`src/rtl/uart_tx_arbiter.sv`:
```
// Round-robin arbiter feeding NUM_REQ byte streams into a ring UART TX buffer via its register port.
// Optional UART_ARB_TAG_EN: each grant starts with a tag byte 8'hF0 | grant_id.
module uart_tx_arbiter #(
  parameter int NUM_REQ      = 2,
  parameter int RING_SIZE_TX = 2,
  parameter int MAX_BURST    = 16
) (
  input  logic                   clk,
  input  logic                   resetn,
  input  logic [NUM_REQ-1:0]     req_valid,
  input  logic [8*NUM_REQ-1:0]   req_data,
  input  logic [NUM_REQ-1:0]     req_last,
  output logic [NUM_REQ-1:0]     req_ready,
  output logic                   uart_state_re,
  input  logic [31:0]            uart_state_do,
  output logic                   uart_dat_we,
  output logic [31:0]            uart_dat_di,
  output logic [2:0]             grant_id,
  output logic                   busy
);

  typedef enum logic [1:0] {S_IDLE, S_ARB, S_SEND, S_SETTLE} state_t;

  localparam logic [7:0]              MAX_B    = 8'(MAX_BURST);
  localparam logic [3:0]              NREQ4    = 4'(NUM_REQ);
  localparam logic [2:0]              LAST_IDX = 3'(NUM_REQ - 1);
  localparam logic [RING_SIZE_TX-1:0] ONE_R    = 1;

  state_t     state;
  logic [2:0] rr;
  logic [7:0] burst;
  logic       last_seen;

  logic [7:0]            rv_ext, last_ext, ready_ext;
  logic [63:0]           data_ext;
  logic                  pick_found;
  logic [2:0]            pick_idx, rr_next;
  logic [3:0]            cand_sum;
  logic [2:0]            cand;
  logic [RING_SIZE_TX-1:0] head, tail, tail_nxt;
  logic                  full;
  logic                  tag_now;
  logic                  owner_valid, owner_last;
  logic [7:0]            owner_byte, wr_byte;
  logic                  send_ok;
  logic                  unused_status;

`ifdef UART_ARB_TAG_EN
  logic tag_pending;
  assign tag_now = tag_pending;
`else
  assign tag_now = 1'b0;
`endif

  // Only the low RING_SIZE_TX bits of each pointer matter; the modulo compare covers wrap-around.
  assign head          = uart_state_do[21 +: RING_SIZE_TX];
  assign tail          = uart_state_do[14 +: RING_SIZE_TX];
  assign tail_nxt      = tail + ONE_R;
  assign full          = (tail_nxt == head);
  assign unused_status = ^uart_state_do;

  always_comb begin
    rv_ext   = '0;
    last_ext = '0;
    data_ext = '0;
    rv_ext[NUM_REQ-1:0]     = req_valid;
    last_ext[NUM_REQ-1:0]   = req_last;
    data_ext[8*NUM_REQ-1:0] = req_data;

    pick_found = 1'b0;
    pick_idx   = '0;
    cand_sum   = '0;
    cand       = '0;
    for (int k = 0; k < NUM_REQ; k++) begin
      cand_sum = {1'b0, rr} + 4'(k);
      if (cand_sum >= NREQ4) cand_sum = cand_sum - NREQ4;
      cand = cand_sum[2:0];
      if (!pick_found && rv_ext[cand]) begin
        pick_found = 1'b1;
        pick_idx   = cand;
      end
    end
    rr_next = (pick_idx == LAST_IDX) ? 3'd0 : pick_idx + 3'd1;

    owner_valid = rv_ext[grant_id];
    owner_last  = last_ext[grant_id];
    owner_byte  = data_ext[{grant_id, 3'b000} +: 8];
    wr_byte     = tag_now ? (8'hF0 | {5'b0, grant_id}) : owner_byte;

    send_ok   = resetn && (state == S_SEND) && !full && (tag_now || owner_valid);
    ready_ext = '0;
    if (send_ok && !tag_now) ready_ext[grant_id] = 1'b1;
  end

  assign req_ready     = ready_ext[NUM_REQ-1:0];
  assign uart_dat_we   = send_ok;
  assign uart_dat_di   = send_ok ? {24'b0, wr_byte} : 32'b0;
  assign uart_state_re = busy;

  always_ff @(posedge clk) begin
    if (!resetn) begin
      state     <= S_IDLE;
      rr        <= '0;
      burst     <= '0;
      grant_id  <= '0;
      busy      <= 1'b0;
      last_seen <= 1'b0;
`ifdef UART_ARB_TAG_EN
      tag_pending <= 1'b0;
`endif
    end else begin
      case (state)
        S_IDLE: if (|req_valid) state <= S_ARB;
        S_ARB: begin
          if (pick_found) begin
            grant_id <= pick_idx;
            busy     <= 1'b1;
            burst    <= '0;
            rr       <= rr_next;
            state    <= S_SEND;
`ifdef UART_ARB_TAG_EN
            tag_pending <= 1'b1;
`endif
          end else begin
            state <= S_IDLE;
          end
        end
        S_SEND: begin
          if (send_ok) begin
            state <= S_SETTLE;
            if (tag_now) begin
              last_seen <= 1'b0;
`ifdef UART_ARB_TAG_EN
              tag_pending <= 1'b0;
`endif
            end else begin
              burst     <= burst + 8'd1;
              last_seen <= owner_last;
            end
          end
        end
        S_SETTLE: begin
          // The ring tail pointer catches up during this cycle before the next write.
          if (last_seen || burst == MAX_B) begin
            busy  <= 1'b0;
            state <= S_IDLE;
          end else begin
            state <= S_SEND;
          end
        end
        default: state <= S_IDLE;
      endcase
    end
  end

endmodule
```
`config.mk`:
```
export PLATFORM = sky130hd
export DESIGN_NAME = uart_tx_arbiter
export DESIGN_NICKNAME = d
export VERILOG_FILES = /design/src/rtl/uart_tx_arbiter.sv
export SDC_FILE = /design/constraint.sdc
export NUM_CORES = 1
export LEC_CHECK = 0
export ABC_AREA = 1
export BUFFER_PORTS_ARGS = -buffer_cell sky130_fd_sc_hd__buf_4
export CAP_MARGIN = 40
export CORE_ASPECT_RATIO = 0.9
export CORE_MARGIN = 2
export CORE_UTILIZATION = 30
export CTS_BUF_LIST = sky130_fd_sc_hd__clkbuf_16
export CTS_CLUSTER_DIAMETER = 200
export CTS_CLUSTER_SIZE = 20
export DETAILED_ROUTE_END_ITERATION = 6
export GPL_TIMING_DRIVEN = 0
export PLACE_DENSITY_LB_ADDON = 0.2
export REMOVE_ABC_BUFFERS = 1
export SLEW_MARGIN = 40
export SYNTH_ARGS = -nofsm -noshare
export SYNTH_HDL_FRONTEND = slang
export SYNTH_SLANG_ARGS = --single-unit
```
`constraint.sdc`:
```
create_clock -name clk -period 1.75 [get_ports clk]
set_clock_uncertainty 0.2 [all_clocks]
set_input_delay 0.0875 -clock clk [delete_from_list [all_inputs] [get_ports clk]]
set_output_delay 0.0875 -clock clk [all_outputs]
set_load 0.03 [all_outputs]
```
* After elaboration in Yosys (flattened, before gate mapping)
Cells that the tools add are included.
** Operators by class
- Bitwise gates (word level) :: 0
- Add/subtract/negate cells :: 6
- Shift-type cells :: 1
- Magnitude comparators :: 6
- $mul :: 0
- Equal/unequal tests :: 10
- Reduce and logical (&&, ||, !) cells :: 17
- Mux-type cells :: 30
- Div/mod/pow operators :: 0
** Operators by type and width (count)
- $shiftx A64 B7 Y8 :: 1
- $mux W8 :: 3
- $pmux W8 S2 :: 1
- $mux W3 :: 5
- $bmux W1 S3 :: 4
- $lt A3 B4 Y1 const B :: 3
- $mux W2 :: 5
- $mux W1 :: 9
- $add A8 B1 Y8 const B :: 1
- $eq A8 B5 Y1 const B :: 1
- $ne A2 B2 Y1 const B :: 4
- $pmux W2 S4 :: 1
- $reduce_and A2 Y1 :: 3
- $reduce_and A3 Y1 :: 2
- $sub A3 B2 Y3 const B :: 2
- $logic_and A1 B1 Y1 :: 5
- $add A3 B1 Y4 const B :: 1
- $eq A2 B2 Y1 const B :: 2
- $ge A4 B2 Y1 const B :: 1
- $reduce_bool A2 Y1 :: 2
- $add A3 B1 Y3 const B :: 1
- $demux W1 S3 :: 1
- $eq A3 B1 Y1 const B :: 1
- $ge A3 B1 Y1 const B :: 1
- 9 further kinds :: 10
** Storage, ports and cells
- ROM bits :: 0
- Register bits :: 18
- Output and inout port bits :: 40
- Memories kept :: 0
- Bits in latches :: 0
- RAM bits :: 0
- Input bits :: 54

* Depth between registers and ports, before layout
Gate-level depths: netlist of run 1.
- Depth after elaboration :: 10
- Mapped depth :: 13
- Gate-level depth less buffers :: 13

* Worst setup path before layout of run 1
OpenSTA, ideal clock, no wires.
- Path type :: reg-to-output
- From :: register grant_id[0]
- To :: output port uart_dat_di[1]
- Setup slack :: -0.286 ns
- Arrival time :: 1.748 ns
- Buffers on the path :: 1
- Cell stages (with the launch flop) :: 10
- Cell sequence :: dfxtp_1 > buf_4 > nand2_1 > nand2_1 > nand3_4 > nor2_8 > nand2_1 > inv_2 > nand2_1 > nand2_1
** On the way
- Cells in the longest elaborated chain, start to end :: 4
- Elaborated cells on any way between the ends :: 5
** RTL lines
- start: declaration :: line 18 : output logic [2:0] grant_id,
- start signal: assignment :: line 116 : grant_id <= pick_idx;
- $bmux W1 S3 :: line 85 : owner_valid = rv_ext[grant_id];
- $mux W1 (not written as such) :: line 85
- $logic_and A1 B1 Y1 :: line 90 : send_ok = resetn && (state == S_SEND) && !full && (tag_now || owner_valid);
- net uart_dat_we :: line 16 : output logic uart_dat_we,
- $mux W8 :: line 97 : assign uart_dat_di = send_ok ? {24'b0, wr_byte} : 32'b0;
- end: declaration :: line 17 : output logic [31:0] uart_dat_di,
The timed path passes the listed nets, and every way through them passes these cells. The select of a mux whose other input is x is not followed.

* Worst setup path after layout of run 1
- From :: register grant_id[0]
- To :: output port uart_dat_di[5]
** On the way
- Cells in the longest elaborated chain, start to end :: 4
- Elaborated cells on any way between the ends :: 5
** RTL lines (line)
- parallel branches: the longest is 3 deep, another holds $shiftx A64 B7 Y8
- $mux W8 (*) :: 97
Mark *: on every way between the ends. The select of a mux whose other input is x is not followed.

==> results of run 1 <==
[layout by cell type, fill, tap and decap left out, types with 5 or more instances in the layout]
cell      n
conb_1   24
buf_4    55
nand2_2  14
inv_2     5
nand3_1  10
inv_1    19
nor2_1   16
dfxtp_1  12
a21oi_2  10
a21oi_1   7
nand3_2  11
nand2_1  51
buf_6    11
[critical path, stage by stage (launching register included)]
cell and delay, ns:
dfxtp_4 0.36, inv_4 0.07, nand2_1 0.06, nand2_2 0.07
nand3_4 0.10, nor2_8 0.18, nand2_2 0.07, inv_2 0.08
nand2_1 0.06, nand2_2 0.07, buf_6 0.12
[power by group through the flow]
stage | clock (mW) | sequential (mW) | combinational, mW
global route | 0.495 | 0.448 | 0.557
floorplan | 0 | 0.472 | 0.217
CTS | 0.476 | 0.445 | 0.450
finish | 0.460 | 0.446 | 0.518
global placement | 0 | 0.461 | 0.330
detailed placement | 0 | 0.462 | 0.332
[layer usage]
| layer | vias up | GRT usage (%) | wire [um] |
|---|---|---|---|
| met1 | 723 | 18.3 | 1840 |
| met2 | 49 | 23.7 | 2050 |
| met5 | - | 0 | 0 |
| li1 | 839 | - | - |
| met3 | 6 | 3.84 | 217 |
| met4 | 0 | 2.07 | 44 |
[sequential cells by signal, indices dropped and copies added, names as in the netlist]
signal / count
rr: 3
burst: 8
state: 2
busy: 1
last_seen: 1
grant_id: 3
[kinds of logic after synthesis]
family	after synthesis	share of synthesized area (%)
AND/OR/NAND/NOR	126	38.2
buffers and inverters	56	20.5
AO/OA/AOI/OAI	24	11.3
flip-flops	18	23.0
adder cells (fa/ha/maj)	7	5.59
XOR/XNOR	2	1.12
other	1	0.239
[path summary, 6_finish.rpt]
check                    start             end  slack, ns  cells after the start
setup / recovery   grant_id[0]  uart_dat_di[5]      -0.02                     10
hold / removal    req_valid[0]        state[0]       0.04                      3
setup reg to reg   grant_id[0]        burst[7]          0                      9
hold reg to reg    grant_id[2]     grant_id[2]       0.27                      2
[area by class of cell]
| type | count | area, um^2 | share of cell area (%) |
|---|---|---|---|
| tap | 65 | 81.3 | 3.38 |
| clock buffer | 3 | 75.1 | 3.12 |
| inverter | 27 | 111 | 4.63 |
| multi-input combinational | 184 | 1190 | 49.4 |
| sequential | 18 | 378 | 15.7 |
| timing repair buffer | 69 | 567 | 23.6 |
| clock inverter | 1 | 3.75 | 0.156 |
[metrics by stage]
step	instance area [um^2]	std cells	util, %	hold WS (ns)	worst slack, ns
6_report	2400	367	48.5	0.0417	-0.0211
3_3_place_gp	1830	334	36.8	0.163	-0.409
3_5_place_dp	1830	334	36.8	0.166	-0.424
4_1_cts	2180	357	44.1	0.0344	0.000387
5_1_grt	2400	367	48.5	0.0678	-0.127
2_1_floorplan	1440	228	-	0.0158	-0.290
[timing repair]
action | 4_1_cts | 5_1_grt
endpoints found under the setup margin | 27 | 25
buffers inserted | 15 | 10
cloned | 1 | 0
pin swaps | 8 | 19
hold buffers | 3 | 0
resized for setup | 39 | 37
hold endpoints to repair | 5 | 0
==> reports/metrics.cfg, run 1 <==
[status]
status = complete, but fails checks
failed_checks = negative setup slack

[place]
dp_hpwl_um = 2660
gp_congestion = 0.752
port_buffers = 41

[hold_path]
hp-class = input pin to flip-flop

[logic_synthesis]
synth_ff_type = dfxtp_1
postSynthCellCount = 234
synth_commonest_cells = nand2_1 (67), buf_4 (27), inv_1 (22)
synth_area_per_cell_um2 = 6.70
synth_top_area_share_pct = 23.0
synth_warnings = 0
synthArstFlopShare_pct = 0
synth_most_common_cell = nand2_1
ys_ff_latch = 18
syn_area_um2 = 1570
synth_area_leaders = dfxtp_1 (23%), nand2_1 (16%), buf_4 (13%), a21oi_2 (6.1%), nand3_1 (6.1%)
synth_edf_count = 0
synth.largest_area_cell = dfxtp_1
ys_seq_area_share_pct = 23.0
synth_cell_type_count = 29

[power_and_ir_drop]
power_mw = 1.42
ir_drop_mv = 0.427
p_comb_share_pct = 36.4
intPower_uw = 930
switchingPower_uw = 494
p_per_area_nw_per_um2 = 592
switching_share_pct = 34.7
power.share.clock_pct = 32.3
leakagePower_nw = 1.07
sequentialPowerShare_pct = 31.3

[timing]
post-route-worst-setup-slack_ns = -0.0211
rsz0062_at_grt = yes
worst_slew_pin_slew_ns = 0.681
fmax_mhz = 565
timing.final.crit_share_pct = 101
setup_violations = 5
maxSlewHeadroom_pct = 54.6
slew_violations = 0
hold_violations = 0
period_needed_ns = 1.77
setup_tns_ns = -0.0508

[die]
initial_core_util_pct = 31.6
io_pins = 94
fp.dieH_um = 72.6
die_area_um2 = 5820
placementRows = 24
core_um2 = 4950
die_x_um = 80.2

[global_route]
grt_pass1_vias = 1462
antenna_found_initial = 0
grt_use_total_pct = 14.0
grt_max_degree = 16
grt_pass1_wl_um = 6500
grt_overflow_total = 0

[routing]
finalWirelength_um = 4160
viasPerCell = 4.41
drtAntennaViolNets = 0
drtIter0Drc = 39
drtPass1Iterations = 4
vias = 1617
wire_per_inst_um = 11.3
drc = 0

[worst_setup_path]
crit_fanout = 4
critical_path.startpoint_type = flip-flop
crit_required_ns = 1.46
crit_type = flip-flop to output pin
arrival_ns = 1.48
endpoint_kind = output pin

[final_layout]
n_fill_cell = 503
final_nets = 364
drive_gt1_share_pct = 46.7
antenna_cells = 0
area_growth_pct = 53.4

[cts]
cts-root-buf = clkbuf_16
cts_tree = built
clk_pin_slew_ns = 0.05
cts_sinks = 18
clockBufferDepth = 2
cts_inserted_buffers = 3
clk_latency_ns = 0.25
h-tree-depth = 1

[run]
cap_violations = 0

(Power assumes the default switching activity.)
==> run 2: changes to the inputs <==
--- a/config.mk
+++ b/config.mk
@@ -6,7 +6,7 @@
 export NUM_CORES = 1
 export LEC_CHECK = 0
 export ABC_AREA = 1
-export BUFFER_PORTS_ARGS = -buffer_cell sky130_fd_sc_hd__buf_4
+export BUFFER_PORTS_ARGS = -buffer_cell sky130_fd_sc_hd__buf_2
 export CAP_MARGIN = 40
 export CORE_ASPECT_RATIO = 0.9
 export CORE_MARGIN = 2
@@ -18,7 +18,7 @@
 export GPL_TIMING_DRIVEN = 0
 export PLACE_DENSITY_LB_ADDON = 0.2
 export REMOVE_ABC_BUFFERS = 1
-export SLEW_MARGIN = 40
+export SLEW_MARGIN = 15
 export SYNTH_ARGS = -nofsm -noshare
 export SYNTH_HDL_FRONTEND = slang
 export SYNTH_SLANG_ARGS = --single-unit
==> run 2 against run 1 <==
  * The run still ends with negative setup slack left
  * Power is 4.3% lower
  * Worst setup slack better by 0.014 ns
  * Final area is 8.2% lower
  * Core utilization is 4.0 points lower
  * Sequential share of layout area is 1.4 points higher
  * Cell count is 1.9% lower
  * Sequential power hardly changed
  * First-iteration DRC count is 13% lower
  * Combinational power is 15% lower
  * Clock-buffer cell count stayed put
  * Non-clock buffer count is 7 lower
  * Critical path depth is 2 lower
==> reports/metrics.cfg, run 2 (synthesized netlist as in run 1, its figures left out) <==
[status]
status = complete, but fails checks
failed_checks = negative setup slack

[timing]
hold_violations = 0
worst_slew_pin_slew_ns = 0.685
period_needed_ns = 1.76
maxSlewHeadroom_pct = 54.3
post-route-worst-setup-slack_ns = -0.00739
rsz0062_at_grt = yes
slew_violations = 0
setup_tns_ns = -0.0186
setup_violations = 5
timing.final.crit_share_pct = 100
fmax_mhz = 569

[worst_setup_path]
cpPeakStageDelay_ns = 0.33
arrival_ns = 1.47
endpoint_kind = output pin
crit_required_ns = 1.46
crit_fanout = 13
crit_path_top_delay_cell = dfxtp_2
crit_type = flip-flop to output pin
critical_path.startpoint_type = flip-flop
worstPathCellList = inv_2, nand2_4, nor2_4, nand3_4, nor2_8, inv_4, a21oi_2, buf_4

[final_layout]
area_growth_pct = 40.9
reg_top3 = burst: 8 flops, grant_id: 3 flops, rr: 3 flops
drive_gt1_share_pct = 43.1
largest_reg_flops = 8
mostFrequentLayoutCells = nand2_1 (56), buf_2 (31), conb_1 (24)
stdcell_count = 360
antenna_cells = 0
top_register = burst
final_nets = 357
fin_util_pct = 44.6
final_area_um2 = 2210
final_common_cell = nand2_1

[die]
io_pins = 94
fp.dieH_um = 72.6
die_area_um2 = 5820
placementRows = 24
core_um2 = 4950
die_x_um = 80.2
initial_core_util_pct = 31.6

[routing]
finalWirelength_um = 3980
drtAntennaViolNets = 0
drtIter0Drc = 34
viasPerCell = 4.44
drtPass1Iterations = 4
drc = 0
wire_per_inst_um = 11.1
vias = 1597

[cts]
h-tree-depth = 1
clk_pin_slew_ns = 0.05
cts_sinks = 18
cts_tree = built
clk_latency_ns = 0.25
cts_inserted_buffers = 3
cts-root-buf = clkbuf_16
clockBufferDepth = 2

[power_and_ir_drop]
leakagePower_nw = 1.01
ir_drop_mv = 0.379
p_per_area_nw_per_um2 = 617

[hold_path]
hp-class = input pin to flip-flop

[place]
dp_hpwl_um = 2590
port_buffers = 41
place_area_um2 = 1720
gp_congestion = 0.736
preCtsSetupSlack_ns = -0.453
placed_cells = 334

[global_route]
antenna_found_initial = 0
grt_overflow_total = 0
grt_use_met3_pct = 3.09
use_met2_pct = 23.8
grt_pass1_wl_um = 6470
grt_use_total_pct = 13.8
top_usage_layer = met2
grt_max_degree = 16
grt_pass1_vias = 1483
met1_usage_pct = 17.8

[run]
cap_violations = 0

## run 2: changes by cell type in the layout (fill, tap and decap cells not counted), moves of 5 or more
cell,before,now
buf_2,0,31
buf_4,55,22
buf_6,11,6
nand2_1,51,56
nand2_2,14,9
## run 2: stage by stage
| stage | total power, mW | hold slack (ns) |
|---|---|---|
| after global placement | 0.769 | 0.166 |
| after CTS | 1.33 | 0.0141 |
| final | 1.36 | 0.00765 |
| after global routing | 1.43 | 0.0579 |
| after floorplan | 0.689 | 0.0158 |
| after detailed placement | 0.769 | 0.174 |
## run 2: path summary, 6_finish.rpt
path	start	endpoint	slack, ns	cells after the start
setup / recovery	state[0]	uart_dat_di[3]	-0.007	8
hold / removal	req_valid[1]	state[0]	0.008	3
setup reg to reg	rr[1]	rr[2]	0.01	9
hold reg to reg	state[0]	state[0]	0.24	1
## run 2: worst max-delay path, delay by kind of cell, from the launching register on
family	cells	cell delay, ns
and+or+nand+nor	4	0.40
buffers and inverters	3	0.36
DFF	1	0.33
AOI/OAI and AO/OA	1	0.12
## run 2: metal layers
metal  share of wire, %  vias to the layer above  routed length [um]
li1                   -                      819                   -
met1                 44                      728                1760
met2                 51                       45                2020
met3                4.4                        5                 174
met4               0.70                        0                  28
met5                  0                        -                   0
## run 2: area by class of cell
type	count	area (um^2)
Fill cell	515	2750
Multi-Input combinational cell	184	1150
Timing Repair Buffer	62	415
Sequential cell	18	378
Inverter	27	109
Tap cell	65	81.3
Clock buffer	3	75.1
Clock inverter	1	3.75
## run 2: timing repair
| action | 4_1_cts | 5_1_grt |
|---|---|---|
| endpoints found under the hold margin | 4 | 0 |
| gates resized for setup | 49 | 22 |
| gates cloned | 1 | 0 |
| endpoints found under the setup margin | 27 | 27 |
| pin swaps | 12 | 12 |
| hold buffers | 2 | 0 |
| buffers inserted | 10 | 9 |
## run 2: power breakdown
| part | switching (mW) | internal [mW] |
|---|---|---|
| logic | 0.300 | 0.142 |
| registers | 0.0175 | 0.426 |
| clock network | 0.173 | 0.305 |
| total | 0.490 | 0.872 |
==> run 3: changes to the inputs <==
--- a/config.mk
+++ b/config.mk
@@ -11,7 +11,7 @@
 export CORE_ASPECT_RATIO = 0.9
 export CORE_MARGIN = 2
 export CORE_UTILIZATION = 30
-export CTS_BUF_LIST = sky130_fd_sc_hd__clkbuf_16
+export CTS_BUF_LIST = sky130_fd_sc_hd__clkbuf_8
 export CTS_CLUSTER_DIAMETER = 200
 export CTS_CLUSTER_SIZE = 20
 export DETAILED_ROUTE_END_ITERATION = 6
==> run 3 against run 2 <==
  * The flow finishes with violations (negative hold slack, negative setup slack)
  * Highest routed layer unchanged
  * Fmax shrank 0.53%
  * Sequential power hardly changed
  * Critical path depth down 1
  * Non-clock buffer count is 4 higher
  * Final area increased by 2.3%
  * Power decreased by 6.8%
==> reports/metrics.cfg, run 3 (synthesized netlist as in run 1, its figures left out) <==
[cts]
h-tree-depth = 1
cts_inserted_buffers = 3
cts_sinks = 18
clk_pin_slew_ns = 0.07
clk_latency_ns = 0.26
cts_tree = built
clockBufferDepth = 2
cts-root-buf = clkbuf_8

[die]
fp.dieH_um = 72.6
die_x_um = 80.2
initial_core_util_pct = 31.6
core_um2 = 4950
io_pins = 94
die_area_um2 = 5820
placementRows = 24

[power_and_ir_drop]
intPower_uw = 791
p_per_area_nw_per_um2 = 562
sequentialPowerShare_pct = 34.9
switching_share_pct = 37.7
ir_drop_mv = 0.385
p_comb_share_pct = 37.2
power.share.clock_pct = 27.9
switchingPower_uw = 479
leakagePower_nw = 1.03

[final_layout]
area_growth_pct = 44.1
drive_gt1_share_pct = 45.5
mostFrequentLayoutCells = nand2_1 (55), buf_2 (31), conb_1 (24)
antenna_cells = 0
final_nets = 361
final_common_cell = nand2_1
top_register = burst
fin_util_pct = 45.6
reg_top3 = burst: 8 flops, grant_id: 3 flops, rr: 3 flops
final_area_um2 = 2260
largest_reg_flops = 8

[worst_setup_path]
critical_path.startpoint_type = flip-flop
crit_start = rr[1]
timing.rr.end = rr[2]
crit_path_top_delay_cell = dfxtp_4
reg2reg_depth = 7
crit_type = flip-flop to flip-flop
critical_path.endpoint = rr[2]
arrival_ns = 1.68
crit_path_frequent_cell = buf_6
r2r-start = rr[1]
crit_required_ns = 1.67
regToRegSetupSlack_ns = -0.02
cpPeakStageDelay_ns = 0.36
crit_fanout = 4
worstPathCellList = buf_6, ha_2, xnor2_2, nand3_4, a21oi_4, buf_6, nor3_1
endpoint_kind = flip-flop

[routing]
drc = 0
drtAntennaViolNets = 0
wire_per_inst_um = 11.1
drtPass1Iterations = 4
vias = 1621
finalWirelength_um = 4030
viasPerCell = 4.45
drtIter0Drc = 65

[timing]
worst_hold_slack_ns = -0.00173
timing.final.crit_share_pct = 101
maxSlewHeadroom_pct = 56.5
post-route-worst-setup-slack_ns = -0.0168
slew_violations = 0
setup_violations = 2
worst_slew_pin_slew_ns = 0.652
period_needed_ns = 1.77
setup_tns_ns = -0.0319
fmax_mhz = 566
rsz0062_at_grt = yes
hold_violations = 1

[run]
cap_violations = 0

[place]
place_area_um2 = 1720
gp_congestion = 0.736
dp_hpwl_um = 2590
port_buffers = 41

[hold_path]
hp-class = input pin to flip-flop
worstHoldStart = req_valid[1]

[global_route]
grt_max_degree = 16
antenna_found_initial = 0
grt_pass1_vias = 1457
grt_pass1_wl_um = 6330
grt_overflow_total = 0
grt_use_total_pct = 13.5

[status]
status = complete, but fails checks
failed_checks = negative hold slack, negative setup slack

[run 3: critical path: cells and delay by family, from the launching register on]
| kind | cells | cell delay [ns] |
|---|---|---|
| compound gates | 1 | 0.26 |
| buf+inv | 2 | 0.27 |
| flops | 1 | 0.36 |
| fa+ha+maj | 1 | 0.18 |
| xor+xnor | 1 | 0.18 |
| simple gates | 2 | 0.17 |
[run 3: repair_timing]
action,4_1_cts,5_1_grt
cloned,0,1
setup buffers,14,9
setup endpoints to repair,27,27
hold buffers,2,0
pin swaps,11,17
endpoints found under the hold margin,4,0
gates resized for setup,53,29
[run 3: layout make-up]
| cell class | instances | area (um^2) |
|---|---|---|
| repair buffers | 66 | 460 |
| flip-flops and latches | 18 | 378 |
| well taps | 65 | 81.3 |
| inverters | 27 | 114 |
| fillers | 521 | 2700 |
| clock buffers | 4 | 55.1 |
| multi-input cells | 184 | 1170 |
[run 3: routing by layer]
layer	vias to the layer above	part of all wire, %	GRT usage, %
li1	826	-	-
met1	741	44	17.4
met2	48	50	22.8
met3	6	5.3	3.47
met4	0	1.1	2.82
met5	-	0	0
[run 3: power by group through the flow]
stage	Combinational, mW	Clock (mW)	Sequential, mW
final	0.472	0.354	0.444
after CTS	0.408	0.359	0.443
after detailed placement	0.309	0	0.460
after global routing	0.513	0.379	0.446
after global placement	0.308	0	0.461
after floorplan	0.217	0	0.472
[run 3: worst min path at each step]
stage                        endpoint  cells past startpoint
after floorplan           grant_id[1]                      2
after global placement    grant_id[2]                      3
after detailed placement  grant_id[1]                      3
after CTS                    state[0]                      3
after global routing         state[0]                      3
final                        state[0]                      3
[run 3: per-stage QoR]
| step | power (mW) | std cells | setup WS, ns |
|---|---|---|---|
| 2_1_floorplan | 0.689 | 228 | -0.290 |
| 3_3_place_gp | 0.769 | 334 | -0.424 |
| 3_5_place_dp | 0.769 | 334 | -0.453 |
| 4_1_cts | 1.21 | 354 | -0.0153 |
| 5_1_grt | 1.34 | 364 | -0.0981 |
| 6_report | 1.27 | 364 | -0.0168 |
